<file path="src/rtl/viterbi_pkg.sv">
// Shared trellis definitions for the rate-1/2 Viterbi decoder: sizes, types
// and the state-transition helpers used by both the encoder and the traceback.
package viterbi_pkg;

    localparam int K          = 3;
    localparam int NUM_STATES = 2 ** (K - 1);
    localparam int MAX_LEN    = 16;

    typedef logic [K-2:0]          state_t;
    typedef logic [NUM_STATES-1:0] dec_vec_t;

    typedef enum logic [1:0] {
        ST_FILL,
        ST_TRACE,
        ST_EMIT
    } fsm_state_t;

    // New input bit enters at the MSB; the oldest bit falls off the LSB.
    function automatic state_t next_state(input state_t cur, input logic in_bit);
        return {in_bit, cur[K-2:1]};
    endfunction

    function automatic state_t prev_state(input state_t cur, input logic dbit);
        return {cur[K-3:0], dbit};
    endfunction

endpackage

</file>
<file path="src/rtl/viterbi_traceback_survivor_mem.sv">
// Survivor decision buffer: one decision vector per trellis step, written
// during frame fill and read combinationally during traceback.
module survivor_mem #(
    parameter int DEPTH  = 16,
    parameter int WIDTH  = 4,
    parameter int ADDR_W = 4
) (
    input  logic              clk,
    input  logic              we,
    input  logic [ADDR_W-1:0] waddr,
    input  logic [WIDTH-1:0]  wdata,
    input  logic [ADDR_W-1:0] raddr,
    output logic [WIDTH-1:0]  rdata
);
    import viterbi_pkg::*;

    logic [WIDTH-1:0] mem_q [DEPTH];
    logic [WIDTH-1:0] mem_d [DEPTH];

    always_comb begin
        mem_d = mem_q;
        if (we) begin
            mem_d[waddr] = wdata;
        end
    end

    always_ff @(posedge clk) begin
        mem_q <= mem_d;
    end

    assign rdata = mem_q[raddr];

endmodule

</file>
<file path="src/rtl/viterbi_traceback.sv">
// Frame-based Viterbi traceback: buffers survivor decisions, walks back from
// the supplied best end state, then streams the decoded bits in original order.
module viterbi_traceback #(
    parameter int K       = 3,
    parameter int MAX_LEN = 16
) (
    input  logic                    clk,
    input  logic                    rst,
    input  logic                    dec_valid,
    output logic                    dec_ready,
    input  logic [(1<<(K-1))-1:0]   dec_vec,
    input  logic                    dec_last,
    input  logic [K-2:0]            end_state,
    output logic                    bit_valid,
    input  logic                    bit_ready,
    output logic                    bit_out,
    output logic                    bit_last,
    output logic                    busy,
    output logic                    err_len
);
    import viterbi_pkg::*;

    localparam int SW = K - 1;
    localparam int NS = 1 << (K - 1);
    localparam int AW = (MAX_LEN > 1) ? $clog2(MAX_LEN) : 1;
    localparam int LW = $clog2(MAX_LEN + 1);

    fsm_state_t         state_q, state_d;
    logic [AW-1:0]      wr_ptr_q, wr_ptr_d;
    logic [AW-1:0]      rd_ptr_q, rd_ptr_d;
    logic [AW-1:0]      t_q, t_d;
    logic [LW-1:0]      len_q, len_d;
    logic [SW-1:0]      cur_q, cur_d;
    logic [MAX_LEN-1:0] outbuf_q, outbuf_d;
    logic               err_len_q, err_len_d;

    logic               mem_we;
    logic [NS-1:0]      mem_rdata;
    logic               wr_at_end;
    logic               is_last;

    // Predecessor shifts the state left and refills the LSB from the decision.
    function automatic logic [SW-1:0] trace_pred(input logic [SW-1:0] cur, input logic dbit);
        return {cur[SW-2:0], dbit};
    endfunction

    survivor_mem #(
        .DEPTH  (MAX_LEN),
        .WIDTH  (NS),
        .ADDR_W (AW)
    ) u_mem (
        .clk   (clk),
        .we    (mem_we),
        .waddr (wr_ptr_q),
        .wdata (dec_vec),
        .raddr (t_q),
        .rdata (mem_rdata)
    );

    assign wr_at_end = (wr_ptr_q == AW'(MAX_LEN - 1));
    assign is_last   = (LW'(rd_ptr_q) == (len_q - LW'(1)));

    always_comb begin
        state_d   = state_q;
        wr_ptr_d  = wr_ptr_q;
        rd_ptr_d  = rd_ptr_q;
        t_d       = t_q;
        len_d     = len_q;
        cur_d     = cur_q;
        outbuf_d  = outbuf_q;
        err_len_d = 1'b0;
        mem_we    = 1'b0;

        unique case (state_q)
            ST_FILL: begin
                if (dec_valid) begin
                    mem_we = 1'b1;
                    if (dec_last || wr_at_end) begin
                        // A full buffer without dec_last is closed as a truncated frame.
                        cur_d     = dec_last ? end_state : '0;
                        len_d     = LW'(wr_ptr_q) + LW'(1);
                        t_d       = wr_ptr_q;
                        err_len_d = !dec_last;
                        state_d   = ST_TRACE;
                    end else begin
                        wr_ptr_d = wr_ptr_q + AW'(1);
                    end
                end
            end
            ST_TRACE: begin
                outbuf_d[t_q] = cur_q[SW-1];
                cur_d         = trace_pred(cur_q, mem_rdata[cur_q]);
                if (t_q == '0) begin
                    rd_ptr_d = '0;
                    state_d  = ST_EMIT;
                end else begin
                    t_d = t_q - AW'(1);
                end
            end
            ST_EMIT: begin
                if (bit_ready) begin
                    if (is_last) begin
                        wr_ptr_d = '0;
                        state_d  = ST_FILL;
                    end else begin
                        rd_ptr_d = rd_ptr_q + AW'(1);
                    end
                end
            end
            default: begin
                state_d = ST_FILL;
            end
        endcase
    end

    always_ff @(posedge clk) begin
        if (rst) begin
            state_q   <= ST_FILL;
            wr_ptr_q  <= '0;
            rd_ptr_q  <= '0;
            err_len_q <= 1'b0;
        end else begin
            state_q   <= state_d;
            wr_ptr_q  <= wr_ptr_d;
            rd_ptr_q  <= rd_ptr_d;
            err_len_q <= err_len_d;
        end
        t_q      <= t_d;
        len_q    <= len_d;
        cur_q    <= cur_d;
        outbuf_q <= outbuf_d;
    end

    assign dec_ready = (state_q == ST_FILL);
    assign busy      = !dec_ready;
    assign bit_valid = (state_q == ST_EMIT);
    assign bit_out   = bit_valid & outbuf_q[rd_ptr_q];
    assign bit_last  = bit_valid & is_last;
    assign err_len   = err_len_q;

endmodule

</file>
<file path="config.mk">
export PLATFORM = sky130hd
export DESIGN_NAME = viterbi_traceback
export DESIGN_NICKNAME = d
export VERILOG_FILES = /design/src/rtl/viterbi_pkg.sv /design/src/rtl/viterbi_traceback_survivor_mem.sv /design/src/rtl/viterbi_traceback.sv
export SDC_FILE = /design/constraint.sdc
export NUM_CORES = 1
export LEC_CHECK = 0
export CORE_UTILIZATION = 50
export CTS_CLUSTER_DIAMETER = 80
export DETAILED_ROUTE_END_ITERATION = 8
export PLACE_DENSITY = 0.69
export SLEW_MARGIN = 5
export SYNTH_ARGS = -nofsm -noshare
export SYNTH_HDL_FRONTEND = slang
export SYNTH_HIERARCHICAL = 1
export SYNTH_SLANG_ARGS = --single-unit
</file>
<file path="constraint.sdc">
create_clock -name clk -period 2.4 [get_ports clk]
set_clock_uncertainty 0.15 [all_clocks]
set_input_delay 0.24 -clock clk [delete_from_list [all_inputs] [get_ports clk]]
set_output_delay 0.24 -clock clk [all_outputs]
set_load 0.05 [all_outputs]
</file>
==> flow_summary.yaml, run 1 <==
yosys:
  synth_cells: 308
  synth.cell_area_sq_mm: 0.004593
  synth_fp_nets: 327
  yosysWarnings: 6
  ys_types: 46
  synth-main-ff-cell: "edfxtp_1"
  yosysSeqAreaShare: 0.6429
  async_flop_share: 0
  synth-seq-cells: 102
  synth_area_per_cell_sq_um: 14.91
  synth_edf_count: 91
sta:
  max_freq_ghz: 0.4034
  slew_headroom: 0.6304
  setup_viol: 2
  slew_viol_final: 0
  worst_slew_pin_slew_ns: 0.5502
  fin_ws_ns: -0.07866
  finalCritPeriodShare: 1.033
  rsz0062_at_grt: "true"
  finalHoldViolCount: 0
  period_minus_slack_ns: 2.479
min_path:
  hp-class: "flip-flop to flip-flop"
  holdPathStages: 2
  holdPathEnd: "rd_ptr_q[1]$_SDFFE_PP0P_"
  hold_start: "rd_ptr_q[1]$_SDFFE_PP0P_"
cts:
  cts_max_level: 3
  ctsLongestPathBuffers: 2
  holdBufCountCts: 0
  root_buffer: "clkbuf_8"
  numCtsBuffers: 9
  worstSkewPairLatency_ns: 0.38
  clock_sinks: 102
  clkSlewWorstSetupHoldPaths_ns: 0.10
  cts_tree: "built"
global_routing:
  grt_pass1_wl_microns: 14700
  grt_use_total: 0.2037
  grt_max_degree: 21
  antenna_found_initial: 0
  grt_pass1_vias: 2881
  grt-ovfl-total: 0
setup_path:
  r2r_cells: 7
  rr_endpoint: "cur_q[0]$_DFFE_PP_"
  path_max_fanout: 5
  r2r-start: "t_q[0]$_DFFE_PP_"
  worst_setup_path_start_kind: "flip-flop"
  crit_required_ns: 2.01
  critical_path_class: "flip-flop to output pin"
  endpoint_kind: "output pin"
  cp.arrival_ns: 2.09
  timing.reg2reg.setup_slack_ns: -0.04
detailed_routing:
  wl_per_cell_microns: 18.76
  drtPass1Iterations: 6
  drt_wl_total_microns: 8892
  drc: 4
  postRouteAntennaNets: 0
  vias_per_cell: 5.711
  first_iter_violations: 121
  dr_total_vias: 2707
floorplan:
  pin_count: 17
  core_sq_mm: 0.008806
  die-area_sq_mm: 0.009574
  start_util: 0.5216
  fp.dieH_microns: 97.85
  die_w_microns: 97.85
  rows: 34
final_layout:
  syn2layout_area_growth_pct: 16.73
  nets: 380
  instances_no_fill: 474
  fillerInstances: 661
  layout_common_cells: "91 x edfxtp_1, 36 x buf_4, 35 x nor2_1"
  post-route-util: 0.6088
  n_antenna_cell: 0
  layout_commonest_cell: "edfxtp_1"
  drive_gt1_frac: 0.2568
run_status:
  violations: "design-rule violations, negative setup slack"
  outcome: "complete, but fails checks"
power:
  ir_worst_vdd_v: 0.0003584
  power.density_mw_per_mm2: 666.7
  leakagePower_nw: 1.869
place:
  dp_hpwl_microns: 6008
  place_inst: 454
  port_buffers: 16
  place_congestion: 0.7741
flow_run:
  drv_cap: 0
cells in the mapped netlist, drive strengths merged, types with 2 or more instances:
| library cell | number | area (sq um) |
|---|---|---|
| nand2 | 25 | 93.84 |
| nor3 | 16 | 85.08 |
| and3 | 2 | 13.77 |
| ha | 8 | 100.1 |
| mux2i | 4 | 40.04 |
| nand2b | 6 | 37.54 |
| nor2b | 3 | 18.77 |
| a21oi | 3 | 15.01 |
| inv | 7 | 26.28 |
| clkbuf | 7 | 26.28 |
| buf | 6 | 60.06 |
| mux4 | 22 | 559.3 |
| o211ai | 2 | 15.01 |
| nand3 | 12 | 60.06 |
| a21o | 2 | 15.01 |
| and2 | 3 | 18.77 |
| a211oi | 4 | 30.03 |
| nor2 | 36 | 135.1 |
| dfxtp | 11 | 220.2 |
| a22oi | 4 | 30.03 |
| edfxtp | 91 | 2733 |
| or3 | 3 | 20.02 |
| or3b | 2 | 17.52 |
| xor2 | 3 | 26.28 |
| o21ai | 5 | 25.02 |
| nand3b | 5 | 37.54 |
| xnor2 | 6 | 52.55 |
area by class of cell:
class | instances | area (sq um) | share of cell area
tap | 108 | 135.1 | 0.02520
inverter | 8 | 30.03 | 0.005601
clock buffer | 9 | 123.9 | 0.02310
timing repair buffer | 55 | 486.7 | 0.09078
sequential | 102 | 2958 | 0.5517
multi-input combinational | 185 | 1536 | 0.2866
clock inverter | 7 | 91.34 | 0.01704
metal layers:
metal	routed length, microns	GRT usage	part of all wire	up-vias
met5	0	0	0	-
met4	199	0.08741	0.022	0
met3	322	0.03937	0.036	18
met2	4432	0.3418	0.50	60
met1	3936	0.2600	0.44	1351
li1	-	-	-	1278
sequential cells by signal (all words and copies together), names as in the netlist:
| name | flops |
|---|---|
| rd_ptr_q | 4 |
| state_q | 2 |
| err_len | 1 |
| outbuf_q | 16 |
| t_q | 4 |
| len_q | 5 |
| wr_ptr_q | 4 |
| u_mem/mem_q | 64 |
| cur_q | 2 |
through the flow:
stage	instance area, sq um	setup WS, ns	power (W)	setup TNS, ns	hold WS, ns
final	5361	-0.07866	0.003575	-0.1169	0.4051
after global routing	5361	-0.1344	0.003697	-0.2637	0.4219
after CTS	5385	-0.1057	0.003594	-0.1455	0.4126
after detailed placement	5085	-0.06482	0.002432	-0.2388	0.3981
after global placement	5085	-0.04443	0.002424	-0.3381	0.3941
after floorplan	4593	0.06120	0.002295	0	0.1666
cell families after synthesis:
family          synth area share
xor+xnor                 0.01716
mux                       0.1305
flops                     0.6429
buf+inv                  0.02534
simple gates              0.1237
compound gates           0.03868
fa+ha+maj                0.02179
worst max path at each step:
stage,from,cells after the start,endpoint
after global placement,dec_valid,6,u_mem/mem_q[60]$_DFFE_PP_
final,rd_ptr_q[0]$_SDFFE_PP0P_,4,bit_out
after detailed placement,t_q[0]$_DFFE_PP_,7,cur_q[0]$_DFFE_PP_
after CTS,rd_ptr_q[0]$_SDFFE_PP0P_,4,bit_out
after floorplan,t_q[0]$_DFFE_PP_,8,cur_q[0]$_DFFE_PP_
after global routing,rd_ptr_q[0]$_SDFFE_PP0P_,4,bit_out
critical path, cell delays in order, from the launching register on:
cell,delay [ns]
dfxtp_4,0.41
mux4_2,0.52
mux4_2,0.49
and2_4,0.16
buf_8,0.14
power by group:
part           internal, W  total [W]  switching [W]  leakage, nW
registers          0.00197    0.00201      0.0000356        0.919
clock network     0.000507    0.00115       0.000643        0.105
logic             0.000196   0.000416       0.000220        0.845
total              0.00268    0.00357       0.000899         1.87
repair_timing:
item | in CTS | in global routing
buffers inserted | 2 | 2
gates cloned | 1 | 0
resized for setup | 24 | 9
hold endpoints to repair | 0 | 0
pin swaps | 3 | 5
setup endpoints to repair | 4 | 3
No activity file was read; power rests on OpenSTA's default activity.
==> inputs of run 2 (changes only) <==
Settings changed: CORE_UTILIZATION 50 to 55, HOLD_SLACK_MARGIN set to 0.1, PLACE_DENSITY 0.69 to 0.75.
==> flow_summary.yaml, run 2 (synthesis gave the netlist of run 1 again) <==
floorplan:
  rows: 32
  fp.dieH_microns: 93.39
  start_util: 0.5823
  core_sq_mm: 0.007888
  die_w_microns: 93.39
  die-area_sq_mm: 0.008721
  pin_count: 17
setup_path:
  timing.critical_path.from: "rd_ptr_q[0]$_SDFFE_PP0P_"
  crit_required_ns: 2.01
  crit_path_top_delay_cell: "mux4_2"
  critical_path_class: "flip-flop to output pin"
  slowest_delay_ns: 0.51
  path_max_fanout: 7
  endpoint_kind: "output pin"
  crit_path_frequent_cell: "mux4_2"
  r2r-start: "t_q[0]$_DFFE_PP_"
  cp.arrival_ns: 2.07
  worst_setup_path_start_kind: "flip-flop"
  crit_end: "bit_out"
  timing.reg2reg.setup_slack_ns: -0.03
  rr_endpoint: "cur_q[0]$_DFFE_PP_"
  worstPathCellList: "mux4_2 > mux4_2 > and2_4 > buf_8"
  r2r_cells: 8
run_status:
  violations: "negative setup slack"
  outcome: "complete, but fails checks"
detailed_routing:
  wl_per_cell_microns: 18.79
  drtPass1Iterations: 4
  drt_wl_total_microns: 8905
  vias_per_cell: 5.876
  drc: 0
  dr_total_vias: 2785
  postRouteAntennaNets: 0
  first_iter_violations: 190
cts:
  worstSkewPairLatency_ns: 0.36
  root_buffer: "clkbuf_8"
  ctsLongestPathBuffers: 2
  holdBufCountCts: 0
  clkSlewWorstSetupHoldPaths_ns: 0.09
  clock_sinks: 102
  numCtsBuffers: 9
  cts_max_level: 3
  cts_tree: "built"
sta:
  max_freq_ghz: 0.4071
  finalHoldViolCount: 0
  fin_ws_ns: -0.05651
  finalCritPeriodShare: 1.024
  slew_headroom: 0.5804
  period_minus_slack_ns: 2.457
  worst_slew_pin_slew_ns: 0.6245
  slew_viol_final: 0
  setup_viol: 2
  rsz0062_at_grt: "true"
final_layout:
  fillerInstances: 538
  nets: 386
  instances_no_fill: 474
  syn2layout_area_growth_pct: 17.43
  n_antenna_cell: 0
  layout_common_cells: "91 x edfxtp_1, 38 x buf_4, 35 x nor2_1"
  largest_reg_flops: 64
  final_area_sq_mm: 0.005394
  drive_gt1_frac: 0.2661
  layout_commonest_cell: "edfxtp_1"
  post-route-util: 0.6839
  largest-register: "u_mem/mem_q"
  top_regs: "u_mem/mem_q: 64 flops, outbuf_q: 16 flops, len_q: 5 flops"
global_routing:
  grt-ovfl-total: 0
  antenna_found_initial: 0
  grt_pass1_vias: 2889
  grt_pass1_wl_microns: 14450
  grt_use_total: 0.2300
  grt_max_degree: 21
power:
  leakagePower_nw: 1.897
  ir_worst_vdd_v: 0.0005036
  power.density_mw_per_mm2: 651.6
place:
  place_congestion: 0.7733
  port_buffers: 16
  dp_hpwl_microns: 5935
  placed_area_sq_mm: 0.005107
  place_inst: 452
  dp_slack_ns: -0.08177
min_path:
  hp-class: "flip-flop to flip-flop"
flow_run:
  drv_cap: 0
## run 2: repair_timing
item / in CTS / in global routing
cloned: 1 / 0
pin swaps: 6 / 3
gates resized for setup: 27 / 7
buffers inserted: 4 / 1
endpoints found under the setup margin: 4 / 3
## run 2: per-layer routing
| metal | up-vias | part of all wire | GRT usage |
|---|---|---|---|
| li1 | 1292 | - | - |
| met2 | 85 | 0.52 | 0.4038 |
| met3 | 15 | 0.046 | 0.03333 |
| met1 | 1393 | 0.41 | 0.2845 |
| met4 | 0 | 0.023 | 0.09872 |
| met5 | - | 0 | 0 |
## run 2: per-stage QoR
step           setup TNS (ns)  total power [W]  hold WS [ns]
6_report             -0.09040         0.003515        0.3928
5_1_grt               -0.2438         0.003637        0.4350
4_1_cts               -0.1267         0.003535        0.4012
3_5_place_dp          -0.8452         0.002441        0.4081
3_3_place_gp          -0.5362         0.002427        0.3919
2_1_floorplan               0         0.002295        0.1666
## run 2: area by class of cell
cell class,instances,area [sq um],area share
multi-input combinational,185,1510,0.2800
tap,102,127.6,0.02366
timing repair buffer,61,571.8,0.1060
inverter,8,30.03,0.005567
sequential,102,2958,0.5484
clock buffer,9,123.9,0.02296
clock inverter,7,72.57,0.01345
## run 2: critical path: cells and delay by family, from the launching register on
kind	cells	cell delay, ns
muxes	2	0.99
DFF	1	0.42
and+or+nand+nor	1	0.16
buffers and inverters	1	0.14
## run 2: power breakdown
group	total [W]	switching [W]	leakage, nW	internal, W
Clock	0.00106	0.000574	0.0972	0.000484
Sequential	0.00201	0.0000361	0.919	0.00197
Combinational	0.000448	0.000225	0.880	0.000223
## run 2: worst min-delay path by stage
stage	start	to	slack (ns)	cells past startpoint
2_1_floorplan	dec_last	err_len$_SDFF_PP0_	0.17	1
3_3_place_gp	rd_ptr_q[1]$_SDFFE_PP0P_	rd_ptr_q[1]$_SDFFE_PP0P_	0.39	2
3_5_place_dp	rd_ptr_q[3]$_SDFFE_PP0P_	rd_ptr_q[3]$_SDFFE_PP0P_	0.41	2
4_1_cts	rd_ptr_q[0]$_SDFFE_PP0P_	rd_ptr_q[0]$_SDFFE_PP0P_	0.40	2
5_1_grt	rd_ptr_q[0]$_SDFFE_PP0P_	rd_ptr_q[0]$_SDFFE_PP0P_	0.44	2
6_report	rd_ptr_q[0]$_SDFFE_PP0P_	rd_ptr_q[0]$_SDFFE_PP0P_	0.39	2
